[config.mk]
export PLATFORM = sky130hd
export DESIGN_NAME = nrisc_wb_stage
export DESIGN_NICKNAME = d
export VERILOG_FILES = /design/src/rtl/nrisc_wb_stage_pkg.sv /design/src/rtl/nrisc_wb_fifo.sv /design/src/rtl/nrisc_wb_stage.sv
export SDC_FILE = /design/constraint.sdc
export NUM_CORES = 1
export LEC_CHECK = 0
export ABC_AREA = 1
export CAP_MARGIN = 20
export CORE_MARGIN = 5
export CORE_UTILIZATION = 35
export CTS_CLUSTER_SIZE = 28
export DETAILED_ROUTE_END_ITERATION = 10
export GPL_ROUTABILITY_DRIVEN = 0
export SYNTH_ARGS = -nofsm -noshare
export SYNTH_HDL_FRONTEND = slang
export SYNTH_SLANG_ARGS = --single-unit
[constraint.sdc]
create_clock -name clk -period 3.2 [get_ports clk]
set_input_delay 0.96 -clock clk [delete_from_list [all_inputs] [get_ports clk]]
set_output_delay 0.96 -clock clk [all_outputs]
set_load 0.1 [all_outputs]
[src/rtl/nrisc_wb_stage_pkg.sv]
// Shared NRISC register-file constants and writeback-stage types.
// Holds the register-file index constants, the port-select enum and the index filter.
package nrisc_wb_stage_pkg;

  localparam int NRISC_TAM = 16;
  localparam int REG_IDX_W = 4;

  localparam logic [REG_IDX_W-1:0] REG_ZERO        = 4'd0;
  localparam logic [REG_IDX_W-1:0] REG_EXT_R1      = 4'd1;
  localparam logic [REG_IDX_W-1:0] NRISC_BANK_BASE = 4'd8;

  typedef enum logic [1:0] {
    SEL_NONE,
    SEL_ALU,
    SEL_FIFO,
    SEL_BYPASS
  } wb_sel_e;

  // R0 is constant and R1 is driven from outside, so neither may be written here.
  function automatic logic rf_writable(input logic [REG_IDX_W-1:0] idx);
    return (idx != REG_ZERO) && (idx != REG_EXT_R1);
  endfunction

endpackage

[src/rtl/nrisc_wb_fifo.sv]
// In-order load-result FIFO for the NRISC writeback stage.
// Exposes per-entry valid bits and destination indices so the top can do hazard compares.
module nrisc_wb_fifo
  import nrisc_wb_stage_pkg::*;
#(
  parameter int DEPTH = 4,
  parameter int W     = NRISC_TAM + REG_IDX_W,
  localparam int PTR_W = $clog2(DEPTH),
  localparam int CNT_W = $clog2(DEPTH) + 1
) (
  input  logic                       clk,
  input  logic                       rst_n,
  input  logic                       push_i,
  input  logic [W-1:0]               push_data_i,
  input  logic                       pop_i,
  output logic [W-1:0]               head_o,
  output logic                       full_o,
  output logic                       empty_o,
  output logic [CNT_W-1:0]           count_o,
  output logic [DEPTH-1:0]           ent_valid_o,
  output logic [DEPTH*REG_IDX_W-1:0] ent_rfd_o
);

  logic [W-1:0]     mem_q [DEPTH];
  logic [PTR_W-1:0] wr_ptr_q;
  logic [PTR_W-1:0] rd_ptr_q;
  logic [CNT_W-1:0] count_q;

  // NOTE: the storage array has no reset; an entry is only meaningful while the pointers/count mark it valid.
  always_ff @(posedge clk) begin
    if (push_i) mem_q[wr_ptr_q] <= push_data_i;
  end

  // NOTE: sequential state is updated with non-blocking assignments so every flop samples pre-edge values.
  always_ff @(posedge clk or negedge rst_n) begin
    if (!rst_n) begin
      wr_ptr_q <= '0;
      rd_ptr_q <= '0;
      count_q  <= '0;
    end else begin
      if (push_i) wr_ptr_q <= wr_ptr_q + PTR_W'(1);
      if (pop_i)  rd_ptr_q <= rd_ptr_q + PTR_W'(1);
      case ({push_i, pop_i})
        2'b10:   count_q <= count_q + CNT_W'(1);
        2'b01:   count_q <= count_q - CNT_W'(1);
        default: count_q <= count_q;
      endcase
    end
  end

  assign head_o  = mem_q[rd_ptr_q];
  assign count_o = count_q;
  assign empty_o = (count_q == '0);
  assign full_o  = (count_q == CNT_W'(DEPTH));

  // An entry is live when its distance from the read pointer (mod DEPTH) is below the count.
  always_comb begin
    for (int i = 0; i < DEPTH; i++) begin
      ent_valid_o[i] = {1'b0, PTR_W'(i) - rd_ptr_q} < count_q;
      ent_rfd_o[i*REG_IDX_W +: REG_IDX_W] = mem_q[i][W-1 -: REG_IDX_W];
    end
  end

endmodule

[src/rtl/nrisc_wb_stage.sv]
// NRISC writeback stage: merges ALU and load results onto the single register-file write port.
// ALU has priority; loads queue in a FIFO, with a starvation throttle and pending-write hazard flags.
module nrisc_wb_stage
  import nrisc_wb_stage_pkg::*;
#(
  parameter int TAM        = NRISC_TAM,
  parameter int DEPTH      = 4,
  parameter int STARVE_MAX = 8
) (
  input  logic                 clk,
  input  logic                 rst,
  input  logic                 alu_valid,
  output logic                 alu_ready,
  input  logic [REG_IDX_W-1:0] alu_rfd,
  input  logic [TAM-1:0]       alu_data,
  input  logic                 mem_valid,
  output logic                 mem_ready,
  input  logic [REG_IDX_W-1:0] mem_rfd,
  input  logic [TAM-1:0]       mem_data,
  output logic [TAM-1:0]       REG_D,
  output logic [REG_IDX_W-1:0] REG_RFD,
  output logic                 REG_Write,
  input  logic [REG_IDX_W-1:0] hz_rf1,
  input  logic [REG_IDX_W-1:0] hz_rf2,
  output logic                 hz_hit1,
  output logic                 hz_hit2,
  output logic                 wb_idle
);

  localparam int FW    = TAM + REG_IDX_W;
  localparam int CNT_W = $clog2(DEPTH) + 1;
  localparam int SW    = $clog2(STARVE_MAX + 1);

  logic                 write_q;
  logic [REG_IDX_W-1:0] rfd_q;
  logic [TAM-1:0]       data_q;
  logic [SW-1:0]        starve_q, starve_d;

  logic                       fifo_push, fifo_pop, fifo_full, fifo_empty;
  logic [FW-1:0]              fifo_head;
  logic [CNT_W-1:0]           fifo_count;
  logic [DEPTH-1:0]           fifo_ent_valid;
  logic [DEPTH*REG_IDX_W-1:0] fifo_ent_rfd;

  logic    alu_take, mem_take;
  wb_sel_e sel;

  nrisc_wb_fifo #(
    .DEPTH (DEPTH),
    .W     (FW)
  ) u_fifo (
    .clk         (clk),
    .rst_n       (rst),
    .push_i      (fifo_push),
    .push_data_i ({mem_rfd, mem_data}),
    .pop_i       (fifo_pop),
    .head_o      (fifo_head),
    .full_o      (fifo_full),
    .empty_o     (fifo_empty),
    .count_o     (fifo_count),
    .ent_valid_o (fifo_ent_valid),
    .ent_rfd_o   (fifo_ent_rfd)
  );

  assign alu_ready = (starve_q != SW'(STARVE_MAX));
  // Gated by rst directly so loads are refused during reset yet accepted on the very first cycle after it.
  assign mem_ready = rst & (fifo_count < CNT_W'(DEPTH));

  // Results aimed at R0/R1 are still handshaken, just never selected or queued.
  assign alu_take = alu_valid & alu_ready & rf_writable(alu_rfd);
  assign mem_take = mem_valid & mem_ready & rf_writable(mem_rfd);

  // NOTE: every always_comb output gets a default first so no path can infer a latch.
  always_comb begin
    sel = SEL_NONE;
    if (alu_take)         sel = SEL_ALU;
    else if (!fifo_empty) sel = SEL_FIFO;
    else if (mem_take)    sel = SEL_BYPASS;

    fifo_pop  = (sel == SEL_FIFO);
    fifo_push = mem_take && (sel != SEL_BYPASS);

    starve_d = starve_q;
    if (fifo_empty || fifo_pop) starve_d = '0;
    else if (sel == SEL_ALU)    starve_d = starve_q + SW'(1);
  end

  always_ff @(posedge clk or negedge rst) begin
    if (!rst) begin
      write_q  <= 1'b0;
      rfd_q    <= '0;
      data_q   <= '0;
      starve_q <= '0;
    end else begin
      write_q  <= (sel != SEL_NONE);
      starve_q <= starve_d;
      case (sel)
        SEL_ALU:    {rfd_q, data_q} <= {alu_rfd, alu_data};
        SEL_FIFO:   {rfd_q, data_q} <= fifo_head;
        SEL_BYPASS: {rfd_q, data_q} <= {mem_rfd, mem_data};
        default:    {rfd_q, data_q} <= {rfd_q, data_q};
      endcase
    end
  end

  assign REG_Write = write_q;
  assign REG_RFD   = rfd_q;
  assign REG_D     = data_q;
  assign wb_idle   = fifo_empty & ~write_q;

  // Hazards look only at stored state: the output register and live FIFO entries.
  always_comb begin
    hz_hit1 = write_q && (rfd_q == hz_rf1);
    hz_hit2 = write_q && (rfd_q == hz_rf2);
    for (int i = 0; i < DEPTH; i++) begin
      if (fifo_ent_valid[i] && (fifo_ent_rfd[i*REG_IDX_W +: REG_IDX_W] == hz_rf1)) hz_hit1 = 1'b1;
      if (fifo_ent_valid[i] && (fifo_ent_rfd[i*REG_IDX_W +: REG_IDX_W] == hz_rf2)) hz_hit2 = 1'b1;
    end
    hz_hit1 = hz_hit1 & rf_writable(hz_rf1);
    hz_hit2 = hz_hit2 & rf_writable(hz_rf2);
  end

  a_no_overflow: assert property (@(posedge clk) disable iff (!rst) !(fifo_push && fifo_full));

endmodule

-- Word-level counts from Yosys, hierarchy flattened
Memory sizes are Yosys's and may differ from the RTL's.
Index checks and enable logic that the tools add are counted.
- memories kept: 1
- logic and storage cells: 95
- memory bits (writable): 80
- bits in registers: 32
- input bits: 52
- output and inout port bits: 26
- mux-type cells: 18
- $lt $le $gt $ge: 5
- add/subtract/negate cells: 9
- bitwise gates (word level): 9
- equal/unequal tests: 21
- reductions and logical operators: 25
- memory list (name ; depth ; bits a word ; read ports ; clocked after Yosys merged registers in ; wr ports ; RTL line ; text):
    u_fifo.mem_q ; 4 ; 20 ; 5 ; 0 ; 1 ; nrisc_wb_fifo.sv:24 ; logic [W-1:0] mem_q [DEPTH];
- operators with widths (operator ; count):
    one-hot mux 16 bit (3 select lines) ; 1
    == test 4 bit ; 10
    != test 4 x 1 -> 1 bit, second input constant ; 4
    nonzero test 4 bit ; 4
    logical AND 1 bit ; 15
    < comparator 2 x 3 -> 1 bit ; 4
    one-hot mux 4 bit (3 select lines) ; 1
    2-to-1 mux 1 bit ; 10
    AND 1 bit ; 8
    2-to-1 mux 4 bit ; 2
    == test 2 bit, second input constant ; 3
    2-to-1 mux 2 bit ; 3
    one-hot mux 3 bit (2 select lines) ; 1
    nonzero test 2 bit ; 3
    adder 2 x 1 -> 2 bit, second input constant ; 2
    adder 4 x 1 -> 4 bit, second input constant ; 1
    == test 2 x 1 -> 1 bit, second input constant ; 2
    != test 4 bit, second input constant ; 1
    subtractor 1 x 2 -> 2 bit, first input constant ; 2
    subtractor 2 bit, first input constant ; 2
    adder 3 x 1 -> 3 bit, second input constant ; 1
    logical NOT 3 bit ; 1
    < comparator 3 bit, second input constant ; 1
    nonzero test 3 bit ; 1
    other kinds (4) ; 4

-- Longest topological paths before layout
Gate-level depths: netlist of run 1.
- depth in word-level cells: 11
- gate-level depth with buffers: 14
- depth with buffers taken out: 12

-- Cells and area by module
Synthesis of run 1 repeated with hierarchy kept, for this count alone.
- cells, all modules: 647
- area, all modules: 5925.7 um^2
- modules (own cells, without submodules) (module ; seq. area each (um^2) ; cells an instance ; times used ; area an instance (um^2)):
    nrisc_wb_fifo ; 2577.5 ; 281 ; 1 ; 3673.5
    nrisc_wb_stage ; 625.6 ; 366 ; 1 ; 2252.2

-- Worst setup path after synthesis of run 1
Ideal clock, no wire load.
- path kind: in2out
- start point: input port hz_rf1[1]
- end point: output port hz_hit1
- stages on the path: 8
- path buffers: 1
- data arrival time: 2966 ps
- data required time: 2240 ps
- path slack: -726 ps
- path through: clkbuf_1 > inv_1 > nand2_1 > o21ai_0 > nand3b_1 > nand3_1 > nor2_1 > nor2_1
- word-level cells in the longest chain between the ends: 7
- elaborated cells on any way between the ends: 18
- those cells by class: eq/ne (6); mux (4); bitwise (1); reduce/logical (7)
- RTL lines (item ; RTL line ; text):
    from (decl) ; nrisc_wb_stage.sv:23 ; input logic [REG_IDX_W-1:0] hz_rf1,
    == test 4 bit, on equally long branches ; nrisc_wb_stage.sv:113, nrisc_wb_stage.sv:116 ;
    logical AND 1 bit, on equally long branches ; nrisc_wb_stage.sv:113, nrisc_wb_stage.sv:116 ;
    2-to-1 mux 1 bit (4 in series) ; nrisc_wb_stage.sv:116 ; if (fifo_ent_valid[i] && (fifo_ent_rfd[i*REG_IDX_W +: REG_IDX_W] == hz_rf1)) hz_hit1 = 1'b1;
    AND 1 bit * ; nrisc_wb_stage.sv:119 ; hz_hit1 = hz_hit1 & rf_writable(hz_rf1);
    to (decl) ; nrisc_wb_stage.sv:25 ; output logic hz_hit1,
Mark *: on every way between the ends. The rest lies on a longest branch, timed or not.

-- Worst setup path after layout of run 1
- start point: input port hz_rf2[1]
- end point: output port hz_hit2
- word-level cells in the longest chain between the ends: 7
- elaborated cells on any way between the ends: 18
- those cells by class: eq/ne (6); mux (4); bitwise (1); reduce/logical (7)
- RTL lines (item ; RTL line ; text):
    from (decl) ; nrisc_wb_stage.sv:24 ; input logic [REG_IDX_W-1:0] hz_rf2,
    == test 4 bit, on equally long branches ; nrisc_wb_stage.sv:114, nrisc_wb_stage.sv:117 ;
    logical AND 1 bit, on equally long branches ; nrisc_wb_stage.sv:114, nrisc_wb_stage.sv:117 ;
    2-to-1 mux 1 bit (4 in series) ; nrisc_wb_stage.sv:117 ; if (fifo_ent_valid[i] && (fifo_ent_rfd[i*REG_IDX_W +: REG_IDX_W] == hz_rf2)) hz_hit2 = 1'b1;
    AND 1 bit * ; nrisc_wb_stage.sv:120 ; hz_hit2 = hz_hit2 & rf_writable(hz_rf2);
    to (decl) ; nrisc_wb_stage.sv:26 ; output logic hz_hit2,
Marked as above.

==> impl_summary.log, run 1 <==
[metrics] Req. time, crit path: 2.24 ns
[metrics] GRT Resource Usage Total: 16.8%
[metrics] global-route track usage on met3: 3.16%
[metrics] initial standard-cell utilization of the core: 35.5%
[metrics] final wirelength: 16300 um
[metrics] critical path cell sequence: clkdlybuf4s15_2 > inv_1 > nand2_1 > nand2_1 > nor2_1 > nand3_1 > nand3_1 > nor2_2 > nor2_4 > buf_12
[metrics] number of hold violations in the final report: 0
[metrics] number of levels the H-tree was split into: 3
[metrics] CTS tree: built
[metrics] grt ovf: 0
[metrics] std cell rows: 47
[metrics] worst-path maximum fanout: 7
[metrics] Critical Path End Type: primary output
[metrics] HPWL Detailed: 11400 um
[metrics] maximum count of clock buffers along a single path: 2
[metrics] data arrival at the endpoint of the critical path: 2.20 ns
[metrics] crit path time final: 3.16 ns
[metrics] CP peak stage delay: 0.28 ns
[metrics] clock-pin slew of the registers on the worst-case setup and hold paths: 0.07 ns
[metrics] number of placed cells counting well taps: 959
[metrics] static power due to leakage: 3.24 nW
[metrics] leading cell type in the layout, fill and taps excluded: sky130_fd_sc_hd__nand2_1
[metrics] worst-margin pin slew: 0.457 ns
[metrics] DIE AREA: 19400 um^2
[metrics] fraction of final layout cells with drive strength greater than 1: 15.3%
[metrics] number of different library cells in the post-synthesis netlist: 30
[metrics] Area Growth Syn to Fin: 25.8%
[metrics] status: finished clean
[metrics] count of state elements after synthesis: 112
[metrics] via count of the first global-routing pass: 4923
[metrics] insertion delay of the later-clocked pin in the worst-skew pair: 0.36 ns
[metrics] met1 usage: 19.8%
[metrics] post-synthesis cell count: 667
[metrics] wire length of the first global-routing pass: 25800 um
[metrics] number of buffers added to fix hold violations after cts: 0
[metrics] max-slew violation count: 0
[metrics] family of cells with the greatest summed delay on the critical path: simple AND/OR/NAND/NOR gates
[metrics] DIE WIDTH: 139 um
[metrics] highest achievable clock rate: 0.317 GHz
[metrics] critical path endpoint: hz_hit2
[metrics] nature of the critical path startpoint: input port
[metrics] root buffer cell: sky130_fd_sc_hd__clkbuf_16
[metrics] setup slack of the worst register-to-register path: 0.92 ns
[metrics] I/O pin count: 78
[metrics] number of buffers and inverters on the critical path: 3
[metrics] hold crit path type: reg -> reg
[metrics] area of the mapped netlist: 5860 um^2
[metrics] grt peak-use layer: met2
[metrics] power density cells: 916 nW/um^2
[metrics] beginning of the critical path: hz_rf2[1]
[metrics] final clock period utilization by the worst path: 98.6%
[metrics] Inserted Diodes: 0
[metrics] slew margin rel.: 69.5%
[metrics] Pre-Repair DR Iteration Count: 5
[metrics] Syn. warnings: 0
[metrics] met2 track utilization from global routing: 29.7%
[metrics] wire per inst: 16.6 um
[metrics] worst reg2reg path startpoint: starve_q[0]
[metrics] TritonCTS buffer count: 9
[metrics] CP Class: in -> out
[metrics] number of max-capacitance violations reported: 0
[metrics] antenna viol nets, final: 0
[metrics] Post-Syn Nets: 731
[metrics] Via density: 5.02
[metrics] total of buffers placed on input and output ports: 77
[metrics] capture instance of the worst register-to-register path: u_fifo.count_o[2]
[metrics] Worst VDD drop: 0.595 mV
[metrics] proportion of register bits with asynchronous set or reset after synthesis: 28.6%
[metrics] post-synthesis area per instance: 8.79 um^2
[metrics] total DRC errors in the routed layout: 0
[metrics] non-filler cells, final: 979
[metrics] number of sinks driven by the clock tree: 112
[metrics] Crit-path slowest cell: sky130_fd_sc_hd__clkdlybuf4s15_2
[metrics] number of endpoints failing setup at the final stage: 0
[metrics] summed negative setup slack over all endpoints: 0 ns
[metrics] commonest non-fill, non-tap cells in the layout: sky130_fd_sc_hd__nand2_1 (163), sky130_fd_sc_hd__nand3_1 (117), sky130_fd_sc_hd__nor2_1 (80), sky130_fd_sc_hd__edfxtp_1 (80), sky130_fd_sc_hd__inv_1 (55)
[metrics] number of antenna violations at the first check in global routing: 0
[metrics] 1st-iter DRT viols: 406
[metrics] Final Skew: 0.00651 ns
[metrics] number of enable flip-flop cells after synthesis: 80
[metrics] register area share after synthesis: 54.6%
[metrics] total via count after detailed routing: 4915
[metrics] count of cells along the worst hold path: 2
[metrics] Vert. Die Dim: 139 um
[metrics] cells on worst reg2reg path: 12
[metrics] number of nets at the end of the flow: 818
[metrics] largest net degree at the start of global routing: 42
[metrics] Crit path depth: 10
[metrics] most common flop cell mapped by yosys: sky130_fd_sc_hd__edfxtp_1
[metrics] standard cell core area: 16500 um^2
## cell type report
class	count	area, um^2
Clock buffer	12	236
Clock inverter	4	76.3
Fill cell	1545	9150
Inverter	64	241
Multi-Input combinational cell	455	2290
Sequential cell	112	3200
Tap cell	220	275
Timing Repair Buffer	112	1050
## power by group
part           internal [mW]  switching (mW)
clock                  0.690           0.506
combinational          0.969            2.55
sequential              1.82           0.213
total                   3.48            3.27
## worst min path at each step
| stage | startpoint | slack, ns | to |
|---|---|---|---|
| after global routing | starve_q[0] | 0.54 | starve_q[0] |
| after global placement | starve_q[0] | 0.48 | starve_q[0] |
| final | REG_D[8] | 0.52 | REG_D[8] |
| after floorplan | starve_q[0] | 0.45 | starve_q[0] |
| after CTS | REG_D[8] | 0.52 | REG_D[8] |
| after detailed placement | starve_q[0] | 0.49 | starve_q[0] |
## cells in the mapped netlist (2+ instances only)
cell type                  number  area [um^2]
sky130_fd_sc_hd__nand2_1      166          623
sky130_fd_sc_hd__nand3_1      117          586
sky130_fd_sc_hd__nor2_1        85          319
sky130_fd_sc_hd__edfxtp_1      80         2400
sky130_fd_sc_hd__inv_1         58          218
sky130_fd_sc_hd__dfrtp_1       32          801
sky130_fd_sc_hd__nand4_1       27          169
sky130_fd_sc_hd__clkbuf_1      26         97.6
sky130_fd_sc_hd__xor2_1        17          149
sky130_fd_sc_hd__ha_1          11          138
sky130_fd_sc_hd__o21ai_0        6         30.0
sky130_fd_sc_hd__buf_2          5         25.0
sky130_fd_sc_hd__buf_6          5         56.3
sky130_fd_sc_hd__a21oi_1        4         20.0
sky130_fd_sc_hd__inv_2          4         15.0
sky130_fd_sc_hd__nand2_4        3         33.8
sky130_fd_sc_hd__or2_2          3         18.8
sky130_fd_sc_hd__clkinv_1       2         7.51
sky130_fd_sc_hd__nand2_2        2         12.5
sky130_fd_sc_hd__nand3_2        2         20.0
sky130_fd_sc_hd__nor3_1         2         10.0
sky130_fd_sc_hd__xnor2_1        2         17.5
## registers in the layout, summed over array words and instances, names as in the netlist
name	count
REG_D	16
u_fifo.wr_ptr_q	2
REG_Write	1
starve_q	4
u_fifo.mem_q	80
REG_RFD	4
u_fifo.rd_ptr_q	2
u_fifo.count_o	3
## cell families (layout without fill, tap and decap cells)
family                     after synthesis  after routing  synth area share, %
DFF                                    112            112                 54.6
buffers and inverters                  100            192                 7.15
AOI/OAI and AO/OA                       12             12                 1.13
and+or+nand+nor                        412            412                 31.6
adders and majority gates               12             12                 2.69
xor gates and xnor gates                19             19                 2.84
## what timing repair did
item / in CTS / in global routing
endpoints found under the setup margin: 2 / 2
setup buffers: 1 / 3
pin swaps: 2 / 7
gates resized for setup: 15 / 23
## tightest hold or removal path, stage by stage (launching register included)
cell	delay, ns
sky130_fd_sc_hd__dfrtp_1	0.35
sky130_fd_sc_hd__nor2_1	0.05
sky130_fd_sc_hd__nor2_1	0.09
## stage by stage
step                      power [mW]  setup WS [ns]  instance area (um^2)  utilization [%]  hold WS [ns]
after floorplan                 4.49         0.0452                  5880                -         0.453
after global placement          5.43         -0.310                  7030             42.5         0.478
after detailed placement        5.49         -0.366                  7030             42.5         0.487
after CTS                       6.71         0.0159                  7350             44.5         0.521
after global routing            7.14        -0.0146                  7370             44.6         0.540
final                           6.75         0.0433                  7370             44.6         0.518
## metal layers
metal	routed length (um)	up-vias	share of wire (%)
met2	8470	157	52
met5	0	-	0
met4	526	0	3.2
met3	828	38	5.1
met1	6470	2341	40
li1	-	2379	-
Note: power is estimated with default switching activity, not from simulation.
==> run 2: changes to the inputs <==
==> constraint.sdc (replaced) <==
create_clock -name clk -period 4 [get_ports clk]
set_input_delay 1.2 -clock clk [delete_from_list [all_inputs] [get_ports clk]]
set_output_delay 1.2 -clock clk [all_outputs]
set_load 0.1 [all_outputs]
==> run 2 against run 1 <==
Effect of this change: register-to-register slack gained 0.66 ns; flip-flop and latch count is the same; clock power down 23%; clock-buffer cell count decreased by 3; first-iteration DRC count decreased by 10%; sequential power is 21% lower.
==> impl_summary.log, run 2 (synthesis results as in run 1) <==
[metrics] final setup margin: 0.122 ns
[metrics] total of buffers placed on input and output ports: 77
[metrics] number of inserted filler cells in the final layout: 1591
[metrics] Inserted Diodes: 0
[metrics] Largest Register: u_fifo.mem_q
[metrics] DIE WIDTH: 139 um
[metrics] Final Skew: 0.00535 ns
[metrics] number of levels the H-tree was split into: 3
[metrics] 1st-iter DRT viols: 364
[metrics] number of nets at the end of the flow: 807
[metrics] unrepaired setup endpoints after global routing: false
[metrics] initial standard-cell utilization of the core: 35.5%
[metrics] family of cells with the greatest summed delay on the critical path: buffers and inverters
[metrics] Crit-path slowest cell: sky130_fd_sc_hd__clkdlybuf4s50_1
[metrics] number of endpoints failing setup at the final stage: 0
[metrics] grt ovf: 0
[metrics] wire per inst: 16.7 um
[metrics] Worst VDD drop: 0.481 mV
[metrics] CTS tree: built
[metrics] highest metal layer with signal wires: met4
[metrics] standard cell core area: 16500 um^2
[metrics] largest net degree at the start of global routing: 43
[metrics] via count of the first global-routing pass: 4912
[metrics] final clock period utilization by the worst path: 96.9%
[metrics] commonest non-fill, non-tap cells in the layout: sky130_fd_sc_hd__nand2_1 (166), sky130_fd_sc_hd__nand3_1 (117), sky130_fd_sc_hd__nor2_1 (83)
[metrics] length of routed met3 wiring: 831 um
[metrics] leading cell type in the layout, fill and taps excluded: sky130_fd_sc_hd__nand2_1
[metrics] root buffer cell: sky130_fd_sc_hd__clkbuf_16
[metrics] power density cells: 723 nW/um^2
[metrics] number of hold violations in the final report: 0
[metrics] I/O pin count: 78
[metrics] cell repeated most along the worst path: sky130_fd_sc_hd__nor2_1
[metrics] pre-CTS setup slack: 0.0792 ns
[metrics] max-slew violation count: 0
[metrics] fraction of final layout cells with drive strength greater than 1: 9.76%
[metrics] Vert. Die Dim: 139 um
[metrics] overall power after layout: 5.24 mW
[metrics] non-filler cells, final: 968
[metrics] worst-margin pin slew: 0.970 ns
[metrics] CP peak stage delay: 0.48 ns
[metrics] number of placed cells counting well taps: 952
[metrics] insertion delay of the later-clocked pin in the worst-skew pair: 0.36 ns
[metrics] antenna viol nets, final: 0
[metrics] maximum count of clock buffers along a single path: 2
[metrics] total DRC errors in the routed layout: 0
[metrics] Via density: 4.95
[metrics] flip-flop count of the largest register, all copies and words added: 80
[metrics] Req. time, crit path: 2.80 ns
[metrics] clock-pin slew of the registers on the worst-case setup and hold paths: 0.07 ns
[metrics] Critical Path End Type: primary output
[metrics] routed length on met1: 6880 um
[metrics] final wirelength: 16200 um
[metrics] number of buffers and inverters on the critical path: 3
[metrics] slew margin rel.: 35.1%
[metrics] data arrival at the endpoint of the critical path: 2.68 ns
[metrics] HPWL Detailed: 11200 um
[metrics] TritonCTS buffer count: 9
[metrics] post-layout util: 43.8%
[metrics] critical path cell sequence: clkdlybuf4s50_1 > buf_4 > xor2_1 > nor2_1 > nand3_1 > nand2_1 > nor2_1 > nor2_2 > buf_12
[metrics] summed negative setup slack over all endpoints: 0 ns
[metrics] number of buffers added to fix hold violations after cts: 0
[metrics] static power due to leakage: 3.18 nW
[metrics] number of antenna violations at the first check in global routing: 0
[metrics] hold crit path type: reg -> reg
[metrics] DIE AREA: 19400 um^2
[metrics] std cell rows: 47
[metrics] wire length on met2: 8080 um
[metrics] Pre-Repair DR Iteration Count: 7
[metrics] highest achievable clock rate: 0.258 GHz
[metrics] status: finished clean
[metrics] GRT Resource Usage Total: 17.0%
[metrics] wire length of the first global-routing pass: 26100 um
[metrics] total via count after detailed routing: 4793
[metrics] Area Growth Syn to Fin: 23.6%
[metrics] number of max-capacitance violations reported: 0
[metrics] worst-path maximum fanout: 4
[metrics] crit path time final: 3.88 ns
[metrics] CP Class: in -> out
[metrics] number of sinks driven by the clock tree: 112
[metrics] nature of the critical path startpoint: input port
## run 2: what timing repair did
action / in CTS / in global routing
hold endpoints to repair: 0 / 0
gates resized for setup: 0 / 3
buffers inserted: 0 / 0
endpoints found under the setup margin: 0 / 2
## run 2: layout make-up
| type | instances | area, um^2 | area share (%) |
|---|---|---|---|
| inverters | 64 | 240 | 3.32 |
| flip-flops and latches | 112 | 3200 | 44.2 |
| clock buffers | 9 | 225 | 3.11 |
| clock inverters | 7 | 80.1 | 1.11 |
| repair buffers | 101 | 976 | 13.5 |
| well taps | 220 | 275 | 3.80 |
| multi-input cells | 455 | 2250 | 31.0 |
## run 2: stage by stage
step	instance area, um^2	hold slack [ns]
after floorplan	5870	0.453
after global placement	6930	0.473
after detailed placement	6930	0.488
after CTS	7240	0.497
after global routing	7250	0.522
final	7250	0.499
## run 2: report_power, final
part	switching [mW]	internal, mW	leakage, nW	total, mW
logic	1.98	0.735	1.93	2.71
registers	0.153	1.46	1.11	1.61
clock network	0.427	0.492	0.143	0.919
## run 2: metal layers
metal | track usage, % | up-vias
met5 | 0 | -
met4 | 7.31 | 0
met3 | 2.64 | 25
met2 | 28.9 | 146
met1 | 21.5 | 2279
li1 | - | 2343
## run 2: path summary, 6_finish.rpt
| check | start | end | slack (ns) | cells past startpoint |
|---|---|---|---|---|
| hold reg to reg | starve_q[0] | starve_q[0] | 0.50 | 1 |
| setup / recovery | hz_rf1[3] | hz_hit1 | 0.12 | 9 |
| min in group asynchronous | rst | REG_D[9] | 0.98 | 2 |
| hold / removal | starve_q[0] | starve_q[0] | 0.50 | 1 |
| setup reg to reg | starve_q[0] | u_fifo.count_o[2] | 1.58 | 12 |
| max in group asynchronous | rst | REG_D[6] | 2.67 | 2 |
## run 2: worst reg2reg max path: cells and delay by family (launching register included)
| kind | cells | cell delay, ns |
|---|---|---|
| buf+inv | 3 | 0.32 |
| simple gates | 2 | 0.35 |
| fa+ha+maj | 3 | 0.70 |
| flops | 1 | 0.41 |
| xor+xnor | 1 | 0.16 |
| compound gates | 3 | 0.37 |
==> run 3: changes to the inputs <==
--- a/config.mk
+++ b/config.mk
@@ -8,10 +8,11 @@
 export ABC_AREA = 1
 export CAP_MARGIN = 20
 export CORE_MARGIN = 5
-export CORE_UTILIZATION = 35
+export CORE_UTILIZATION = 57
 export CTS_CLUSTER_SIZE = 28
 export DETAILED_ROUTE_END_ITERATION = 10
 export GPL_ROUTABILITY_DRIVEN = 0
+export PLACE_DENSITY = 0.82
 export SYNTH_ARGS = -nofsm -noshare
 export SYNTH_HDL_FRONTEND = slang
 export SYNTH_SLANG_ARGS = --single-unit
==> run 3 against run 2 <==
Effect of this change: via count increased by 3.1%; sequential share of layout area up 1.6 points; die area fell by 36%; wire length shrank 8.1%; flip-flop and latch count stayed put; final area decreased by 3.4%; register-to-register slack worse by 0.12 ns; clock-buffer cell count grew 1; clock skew grew 0.0090 ns.
==> impl_summary.log, run 3 (synthesis results as in run 1) <==
[metrics] flip-flop count of the largest register, all copies and words added: 80
[metrics] leading cell type in the layout, fill and taps excluded: sky130_fd_sc_hd__nand2_1
[metrics] Inserted Diodes: 0
[metrics] number of antenna violations at the first check in global routing: 0
[metrics] GRT Resource Usage Total: 24.5%
[metrics] DIE AREA: 12400 um^2
[metrics] Vert. Die Dim: 111 um
[metrics] critical path cell sequence: clkdlybuf4s50_1 > inv_1 > a21boi_0 > nand3_1 > nand3_1 > nor2_1 > nor2_2 > buf_12
[metrics] power share of the combinational group: 54.9%
[metrics] sequential power share: 32.9%
[metrics] largest net degree at the start of global routing: 43
[metrics] final setup margin: 0.0721 ns
[metrics] I/O pin count: 78
[metrics] slew margin rel.: 32.9%
[metrics] global-route track usage on met3: 3.97%
[metrics] non-filler cells, final: 883
[metrics] count of cells along the worst hold path: 1
[metrics] via count of the first global-routing pass: 5015
[metrics] setup fix buffers added after clock tree synthesis: 0
[metrics] summed negative setup slack over all endpoints: 0 ns
[metrics] total DRC errors in the routed layout: 0
[metrics] final clock period utilization by the worst path: 98.2%
[metrics] post-layout util: 68.7%
[metrics] HPWL Detailed: 10600 um
[metrics] commonest non-fill, non-tap cells in the layout: sky130_fd_sc_hd__nand2_1 (166), sky130_fd_sc_hd__nand3_1 (117), sky130_fd_sc_hd__nor2_1 (83)
[metrics] Int Power: 2.42 mW
[metrics] CTS tree: built
[metrics] CP peak stage delay: 0.59 ns
[metrics] nature of the critical path startpoint: input port
[metrics] TritonCTS buffer count: 9
[metrics] CP Class: in -> out
[metrics] cells on worst reg2reg path: 9
[metrics] cell repeated most along the worst path: sky130_fd_sc_hd__nand3_1
[metrics] Clock power frac: 12.2%
[metrics] root buffer cell: sky130_fd_sc_hd__clkbuf_8
[metrics] wire per inst: 16.8 um
[metrics] number of endpoints failing setup at the final stage: 0
[metrics] Final Skew: 0.0144 ns
[metrics] 1st-iter DRT viols: 415
[metrics] insertion delay of the later-clocked pin in the worst-skew pair: 0.37 ns
[metrics] grt ovf: 0
[metrics] total of buffers placed on input and output ports: 77
[metrics] number of sinks driven by the clock tree: 112
[metrics] initial standard-cell utilization of the core: 57.6%
[metrics] standard cell core area: 10200 um^2
[metrics] power density cells: 705 nW/um^2
[metrics] crit path time final: 3.93 ns
[metrics] unrepaired setup endpoints after global routing: false
[metrics] Pre-Repair DR Iteration Count: 5
[metrics] DIE WIDTH: 111 um
[metrics] maximum count of clock buffers along a single path: 2
[metrics] status: finished clean
[metrics] Via density: 5.60
[metrics] switching power: 2.51 mW
[metrics] Crit-path slowest cell: sky130_fd_sc_hd__clkdlybuf4s50_1
[metrics] Critical Path End Type: primary output
[metrics] number of levels the H-tree was split into: 3
[metrics] wire length of the first global-routing pass: 24500 um
[metrics] final wirelength: 14900 um
[metrics] highest achievable clock rate: 0.255 GHz
[metrics] worst-path maximum fanout: 4
[metrics] number of max-capacitance violations reported: 0
[metrics] static power due to leakage: 3.13 nW
[metrics] hold crit path type: reg -> reg
[metrics] Worst VDD drop: 0.487 mV
[metrics] number of hold violations in the final report: 0
[metrics] sw frac: 51.0%
[metrics] grt peak-use layer: met2
[metrics] data arrival at the endpoint of the critical path: 2.73 ns
[metrics] std cell rows: 37
[metrics] number of nets at the end of the flow: 806
[metrics] number of placed cells counting well taps: 867
[metrics] max-slew violation count: 0
[metrics] number of inserted filler cells in the final layout: 812
[metrics] total via count after detailed routing: 4942
[metrics] fraction of final layout cells with drive strength greater than 1: 9.10%
[metrics] pre-CTS setup slack: 0.0599 ns
[metrics] Area Growth Syn to Fin: 19.4%
[metrics] antenna viol nets, final: 0
[metrics] clock-pin slew of the registers on the worst-case setup and hold paths: 0.10 ns
[metrics] met2 track utilization from global routing: 44.1%
[metrics] Req. time, crit path: 2.80 ns
[metrics] worst-margin pin slew: 1.00 ns
[metrics] met1 usage: 29.0%
[metrics] Largest Register: u_fifo.mem_q
## run 3: cell count changes in the layout (fill, tap and decap cells not counted), sizes merged
cell,before,now
buf,36,33
bufinv,1,0
clkbuf,9,10
clkinv,4,6
clkinvlp,2,0
dlymetal6s2s,3,5
## run 3: worst paths after layout
path / start / endpoint / slack [ns]
worst max-delay path: hz_rf2[1] / hz_hit2 / 0.07
worst min-delay path: starve_q[0] / starve_q[0] / 0.51
worst max register to register: starve_q[0] / REG_D[4] / 1.46
worst min register to register: starve_q[0] / starve_q[0] / 0.51
max in group asynchronous: rst / u_fifo.wr_ptr_q[1] / 2.20
min in group asynchronous: rst / REG_D[11] / 1.47
## run 3: what timing repair did
item                                    CTS  global route
endpoints found under the setup margin    0             2
endpoints found under the hold margin     0             0
gates resized for setup                   0             5
hold buffers                              0             0
## run 3: per-stage QoR
step                      hold slack, ns  area [um^2]  power, mW
final                              0.512         7000       4.93
after global routing               0.545         7000       5.23
after CTS                          0.521         6990       4.93
after detailed placement           0.504         6820       4.34
after global placement             0.475         6820       4.25
after floorplan                    0.453         5870       3.58
## run 3: metal layers
metal  vias to the layer above  part of all wire, %
li1                       2343                    -
met5                         -                    0
met1                      2343                   39
met2                       212                   51
met4                         0                  3.4
met3                        44                  6.5
## run 3: power by group through the flow
stage / clock network (mW) / registers, mW / logic [mW]
floorplan: 0 / 2.37 / 1.21
global placement: 0 / 1.63 / 2.62
detailed placement: 0 / 1.64 / 2.70
CTS: 0.610 / 1.62 / 2.71
global route: 0.664 / 1.64 / 2.93
finish: 0.602 / 1.62 / 2.71
## run 3: area by class of cell
class / instances / area (um^2) / area share, %
Multi-Input combinational cell: 455 / 2250 / 32.1
Sequential cell: 112 / 3200 / 45.8
Tap cell: 136 / 170 / 2.43
Inverter: 64 / 240 / 3.43
Clock inverter: 6 / 43.8 / 0.626
Timing Repair Buffer: 100 / 968 / 13.8
Clock buffer: 10 / 128 / 1.82
## run 3: worst max-delay path, delay by kind of cell
family	cells	cell delay [ns]
buffers and inverters	3	0.89
and+or+nand+nor	4	0.40
AOI/OAI and AO/OA	1	0.23
